`src/rtl/shifter_operand_stage_if.sv`:
```
// Handshake and data bundle between the fetch/register-read side, the operand
// stage and the downstream shifter/ALU.
interface shifter_operand_stage_if;
    logic        in_valid;
    logic        in_ready;
    logic [31:0] instr_in;
    logic [31:0] rm_in;
    logic        out_valid;
    logic        out_ready;
    logic [31:0] rm_out;
    logic [11:0] shifter_operand_out;
    logic [2:0]  type_out;
    logic        undef_out;

    modport master (
        output in_valid, instr_in, rm_in, out_ready,
        input  in_ready, out_valid, rm_out, shifter_operand_out, type_out, undef_out
    );

    modport slave (
        input  in_valid, instr_in, rm_in, out_ready,
        output in_ready, out_valid, rm_out, shifter_operand_out, type_out, undef_out
    );
endinterface

```
`src/rtl/shifter_operand_stage.sv`:
```
// Operand stage in front of the barrel shifter: decodes the addressing-mode
// type of each instruction and holds up to two entries in a skid buffer.
module shifter_operand_stage (
    input  logic                     clk,
    input  logic                     reset_n,
    input  logic                     flush,
    shifter_operand_stage_if.slave   bus
);

    typedef enum logic [1:0] {
        ST_EMPTY = 2'b00,
        ST_ONE   = 2'b01,
        ST_FULL  = 2'b10
    } state_t;

    typedef struct packed {
        logic [31:0] rm;
        logic [11:0] operand;
        logic [2:0]  kind;
        logic        undef;
    } entry_t;

    // Returns {type, undef}; anything not explicitly supported maps to 111/undef.
    function automatic logic [3:0] decode_type(input logic [31:0] instr);
        logic [3:0] res;
        case (instr[27:25])
            3'b000: begin
                if (instr[4] == 1'b0) res = 4'b0000;
                else                  res = 4'b1111;
            end
            3'b001: res = 4'b0010;
            3'b010: res = 4'b0100;
            3'b011: begin
                if (instr[4] == 1'b0) res = 4'b0110;
                else                  res = 4'b1111;
            end
            3'b101: res = 4'b1000;
            default: res = 4'b1111;
        endcase
        return res;
    endfunction

    state_t     state_r;
    state_t     state_nxt_s;
    entry_t     head_r;
    entry_t     tail_r;
    entry_t     head_nxt_s;
    entry_t     tail_nxt_s;
    entry_t     new_entry_s;
    logic [3:0] decoded_s;
    logic       in_ready_s;
    logic       out_valid_s;
    logic       accept_s;
    logic       consume_s;

    // Build the entry that would be captured if the current offer is accepted.
    always_comb begin
        decoded_s   = decode_type(bus.instr_in);
        new_entry_s = '{rm: bus.rm_in, operand: bus.instr_in[11:0],
                        kind: decoded_s[3:1], undef: decoded_s[0]};
        accept_s    = bus.in_valid & in_ready_s;
        consume_s   = out_valid_s & bus.out_ready;
    end

    // State and entry registers; reset wins over everything, then flush.
    always_ff @(posedge clk) begin
        if (!reset_n) begin
            state_r <= ST_EMPTY;
            head_r  <= '0;
            tail_r  <= '0;
        end else begin
            state_r <= state_nxt_s;
            head_r  <= head_nxt_s;
            tail_r  <= tail_nxt_s;
        end
    end

    // Next-state and next-entry logic; the head is zeroed whenever it empties.
    always_comb begin
        state_nxt_s = state_r;
        head_nxt_s  = head_r;
        tail_nxt_s  = tail_r;
        if (flush) begin
            state_nxt_s = ST_EMPTY;
            head_nxt_s  = '0;
            tail_nxt_s  = '0;
        end else begin
            case (state_r)
                ST_EMPTY: begin
                    if (accept_s) begin
                        state_nxt_s = ST_ONE;
                        head_nxt_s  = new_entry_s;
                    end else begin
                        state_nxt_s = ST_EMPTY;
                    end
                end
                ST_ONE: begin
                    if (accept_s && !consume_s) begin
                        state_nxt_s = ST_FULL;
                        tail_nxt_s  = new_entry_s;
                    end else if (accept_s && consume_s) begin
                        state_nxt_s = ST_ONE;
                        head_nxt_s  = new_entry_s;
                    end else if (consume_s) begin
                        state_nxt_s = ST_EMPTY;
                        head_nxt_s  = '0;
                    end else begin
                        state_nxt_s = ST_ONE;
                    end
                end
                ST_FULL: begin
                    if (consume_s) begin
                        state_nxt_s = ST_ONE;
                        head_nxt_s  = tail_r;
                        tail_nxt_s  = '0;
                    end else begin
                        state_nxt_s = ST_FULL;
                    end
                end
                default: begin
                    state_nxt_s = ST_EMPTY;
                    head_nxt_s  = '0;
                    tail_nxt_s  = '0;
                end
            endcase
        end
    end

    // Handshake flags come only from the state register; head fields are gated.
    always_comb begin
        in_ready_s  = 1'b0;
        out_valid_s = 1'b0;
        case (state_r)
            ST_EMPTY: begin
                in_ready_s  = 1'b1;
                out_valid_s = 1'b0;
            end
            ST_ONE: begin
                in_ready_s  = 1'b1;
                out_valid_s = 1'b1;
            end
            ST_FULL: begin
                in_ready_s  = 1'b0;
                out_valid_s = 1'b1;
            end
            default: begin
                in_ready_s  = 1'b0;
                out_valid_s = 1'b0;
            end
        endcase
        bus.in_ready  = in_ready_s;
        bus.out_valid = out_valid_s;
        if (out_valid_s) begin
            bus.rm_out              = head_r.rm;
            bus.shifter_operand_out = head_r.operand;
            bus.type_out            = head_r.kind;
            bus.undef_out           = head_r.undef;
        end else begin
            bus.rm_out              = 32'd0;
            bus.shifter_operand_out = 12'd0;
            bus.type_out            = 3'd0;
            bus.undef_out           = 1'b0;
        end
    end

endmodule

```
`src/flat_wrapper.sv`:
```
// flat-port wrapper written by rule: the top's interface ports become plain ports
module shifter_operand_stage_flat 
  (clk, reset_n, flush, bus_in_valid, bus_instr_in, bus_rm_in, bus_out_ready, bus_in_ready, bus_out_valid, bus_rm_out, bus_shifter_operand_out, bus_type_out, bus_undef_out);
  shifter_operand_stage_if bus_i ();
  input  logic clk;
  input  logic reset_n;
  input  logic flush;
  input wire logic [$bits(bus_i.in_valid)-1:0] bus_in_valid;
  input wire logic [$bits(bus_i.instr_in)-1:0] bus_instr_in;
  input wire logic [$bits(bus_i.rm_in)-1:0] bus_rm_in;
  input wire logic [$bits(bus_i.out_ready)-1:0] bus_out_ready;
  output wire logic [$bits(bus_i.in_ready)-1:0] bus_in_ready;
  output wire logic [$bits(bus_i.out_valid)-1:0] bus_out_valid;
  output wire logic [$bits(bus_i.rm_out)-1:0] bus_rm_out;
  output wire logic [$bits(bus_i.shifter_operand_out)-1:0] bus_shifter_operand_out;
  output wire logic [$bits(bus_i.type_out)-1:0] bus_type_out;
  output wire logic [$bits(bus_i.undef_out)-1:0] bus_undef_out;
  assign bus_i.in_valid = bus_in_valid;
  assign bus_i.instr_in = bus_instr_in;
  assign bus_i.rm_in = bus_rm_in;
  assign bus_i.out_ready = bus_out_ready;
  assign bus_in_ready = bus_i.in_ready;
  assign bus_out_valid = bus_i.out_valid;
  assign bus_rm_out = bus_i.rm_out;
  assign bus_shifter_operand_out = bus_i.shifter_operand_out;
  assign bus_type_out = bus_i.type_out;
  assign bus_undef_out = bus_i.undef_out;
  shifter_operand_stage u_core (.clk(clk), .reset_n(reset_n), .flush(flush), .bus(bus_i));
endmodule
```
`config.mk`:
```
export PLATFORM = sky130hd
export DESIGN_NAME = shifter_operand_stage_flat
export DESIGN_NICKNAME = d
export VERILOG_FILES = /design/src/rtl/shifter_operand_stage_if.sv /design/src/rtl/shifter_operand_stage.sv /design/src/flat_wrapper.sv
export SDC_FILE = /design/constraint.sdc
export NUM_CORES = 1
export LEC_CHECK = 0
export CAP_MARGIN = 5
export CORE_ASPECT_RATIO = 1.75
export CORE_MARGIN = 4
export CORE_UTILIZATION = 33
export CTS_BUF_LIST = sky130_fd_sc_hd__clkbuf_2 sky130_fd_sc_hd__clkbuf_4 sky130_fd_sc_hd__clkbuf_8
export DETAILED_ROUTE_END_ITERATION = 6
export PLACE_DENSITY = 0.67
export SKIP_CTS_REPAIR_TIMING = 1
export SLEW_MARGIN = 25
export SYNTH_ARGS = -nofsm -noshare
export SYNTH_HDL_FRONTEND = slang
export SYNTH_SLANG_ARGS = --single-unit
```
`constraint.sdc`:
```
create_clock -name clk -period 2.92 [get_ports clk]
set_clock_uncertainty 0.2 [all_clocks]
set_input_delay 0.584 -clock clk [delete_from_list [all_inputs] [get_ports clk]]
set_output_delay 0.584 -clock clk [all_outputs]
set_load 0.02 [all_outputs]
```
==> reports/qor.csv <==
metric,value,unit
critPathLaunchType,register,
yosysWarnings,0,
final_hold_viol_count,0,
power_frac_seq,0.514,
p_sw_frac,0.2444,
fin_crit_sh,0.9181,
drive_gt1_frac,0.07720,
start_util,0.3387,
crit_fanout,38,
fp.coreArea,0.01250,sq mm
period_needed,2.681,ns
synth_top_area_share,0.4634,
insertedDiodeCount,0,
setup_violations,0,
ir_drop,0.0002519,V
place_ws,0.1097,ns
synth_edf_count,0,
worstHoldPathCells,2,
pwr-share-comb,0.119,
routed_wl,12270,microns
first_pass_iters,5,
die-area,0.01478,sq mm
place_area,0.005368,sq mm
max_slew_margin,0.6003,
p_leak,0.002821,uW
syn2layout_area_growth,35.31,%
nets,627,
final_util,0.4584,
ys_types,31,
die_h,157.8,microns
rsz0062_at_grt,no,
synth_top_family_by_area,compound AO/OA/AOI/OAI gates,
slew_violations,0,
max_freq,373.0,MHz
synth_largest_area_cell,dfxtp_1,
seq_area,0.001962,sq mm
hold_path.class,register to register,
grt_max_degree,55,
postSynthAreaPerCell,8.970,sq um
synth.area.mux_share,0,
grt_pass1_wl,19380,microns
critPathCaptureType,register,
viasPerCell,5.263,
cts.clk_slew.worst_paths,0.09,ns
num_vias,3816,
synthCells,472,
drc_errors,0,
post-dp-hpwl,7970,microns
layout_setup_ws,0.2391,ns
cts_tree,done,
syn_area,0.004234,sq mm
maxCapViolations,0,
synth_fp_nets,547,
grtUsageTotal,0.1667,
cts_root_buffer,clkbuf_8,
synth-xor-area-share,0.002069,
p_per_area,469.1,mW/mm^2
die_w,93.63,microns
htree_levels,3,
antenna_found_initial,0,
yosysSeqAreaShare,0.4634,
r2r_cells,10,
synth_common_cells,"dfxtp_1, a21oi_1, and2_1, nand2_1",
async_reset_ff_frac,0,
synthAdderAreaFrac,0.01773,
synthTopCellsByArea,"dfxtp_1, o2bb2ai_1, a22oi_1, and2_1, a21oi_1",
crit_required,3.02,ns
grt_pass1_vias,3906,
critPathKind,register to register,
clk_latency,0.37,ns
final_area,0.005729,sq mm
cts_max_path_buffers,2,
io_buffers,101,
post-synth-top-count-cell,dfxtp_1,
synth-seq-cells,98,
synth_top_flop_cell,dfxtp_1,
pin_count,119,
clock_sinks,98,
internal_power,2031,uW
p_sw,657.0,uW
synth_compound_area_frac,0.2595,
arrival,2.78,ns
status,"complete, no violations",
rows,54,
p_total,2688,uW
ant_nets,0,
cts-buffers-inserted,9,
place.gp.congestion,0.7679,
synthSimpleGateAreaFrac,0.1959,
n_fill_cell,1238,
tightestPinTransition,0.5996,ns
post_drt_wl_per_cell,16.93,microns
p_clk_frac,0.368,
drt_iter0_markers,232,
multi_input_area,0.002041,sq mm
overflow,0,
-- critical path: stages (launching register included) --
cell and delay [ns]:
dfxtp_1 0.37, inv_1 0.08, ha_1 0.20, or2_2 0.31
and2_1 0.19, ha_1 0.21, inv_1 0.07, a32oi_2 0.15
a21oi_4 0.41, buf_12 0.27, o2bb2ai_1 0.14
-- path summary, 6_finish.rpt --
| check | start | endpoint | slack (ns) |
|---|---|---|---|
| setup / recovery | u_core.state_r[0]$_SDFF_PP0_ | u_core.head_r[22]$_SDFFE_PP0P_ | 0.24 |
| hold / removal | u_core.tail_r[13]$_SDFFE_PP0P_ | u_core.tail_r[13]$_SDFFE_PP0P_ | 0.26 |
| hold reg to reg | u_core.tail_r[13]$_SDFFE_PP0P_ | u_core.tail_r[13]$_SDFFE_PP0P_ | 0.26 |
| setup reg to reg | u_core.state_r[0]$_SDFF_PP0_ | u_core.head_r[22]$_SDFFE_PP0P_ | 0.24 |
-- power groups by stage --
stage	clock (uW)	sequential (uW)	combinational [uW]
global placement	0	1410	314
CTS	1020	1380	323
finish	988	1380	319
global route	1080	1380	347
detailed placement	0	1410	322
floorplan	0	1410	171
-- flip-flops by register name, indices dropped and copies added, names as in the netlist --
register	count
u_core.tail_r	48
u_core.head_r	48
u_core.state_r	2
-- stage by stage --
stage	std cells	setup TNS, ns	hold slack (ns)
after CTS	725	-2.303	0.2587
after global placement	709	0	0.2375
final	725	0	0.2564
after detailed placement	709	0	0.2384
after floorplan	472	0	0.2242
after global routing	725	0	0.2753
-- metal layers --
layer | part of all wire | up-vias | track usage
met4 | 0.024 | 0 | 0.07782
met2 | 0.55 | 103 | 0.3003
met5 | 0 | - | 0
met3 | 0.039 | 20 | 0.03138
li1 | - | 1853 | -
met1 | 0.39 | 1840 | 0.1873
-- cell families (layout without fill, tap and decap cells) --
kind of cell / Yosys count / after routing
adder cells (fa/ha/maj): 6 / 6
AO/OA/AOI/OAI: 153 / 153
buffers and inverters: 52 / 137
AND/OR/NAND/NOR: 162 / 162
flip-flops: 98 / 98
XOR/XNOR: 1 / 1
-- layout make-up --
class                           instances  share of cell area
Clock buffer                           12             0.02664
Clock inverter                          4             0.01310
Inverter                                5            0.003276
Multi-Input combinational cell        322              0.3562
Sequential cell                        98              0.3424
Tap cell                              168             0.03669
Timing Repair Buffer                  116              0.2217
-- placed cells by master, fill, tap and decap left out, drive strengths merged, types with 2 or more instances in the layout --
master and n:
and2 49, clkbuf 12, bufinv 2, buf 15
nor2b 2, nor3 4, inv 5, nand3 48
o2bb2ai 48, dlymetal6s2s 49, a21oi 52, nand2 49
dfxtp 98, a22oi 48, clkinvlp 2, nand2b 2
ha 6, nor2 3, clkdlybuf4s50 52
No activity file was read; power rests on OpenSTA's default activity.
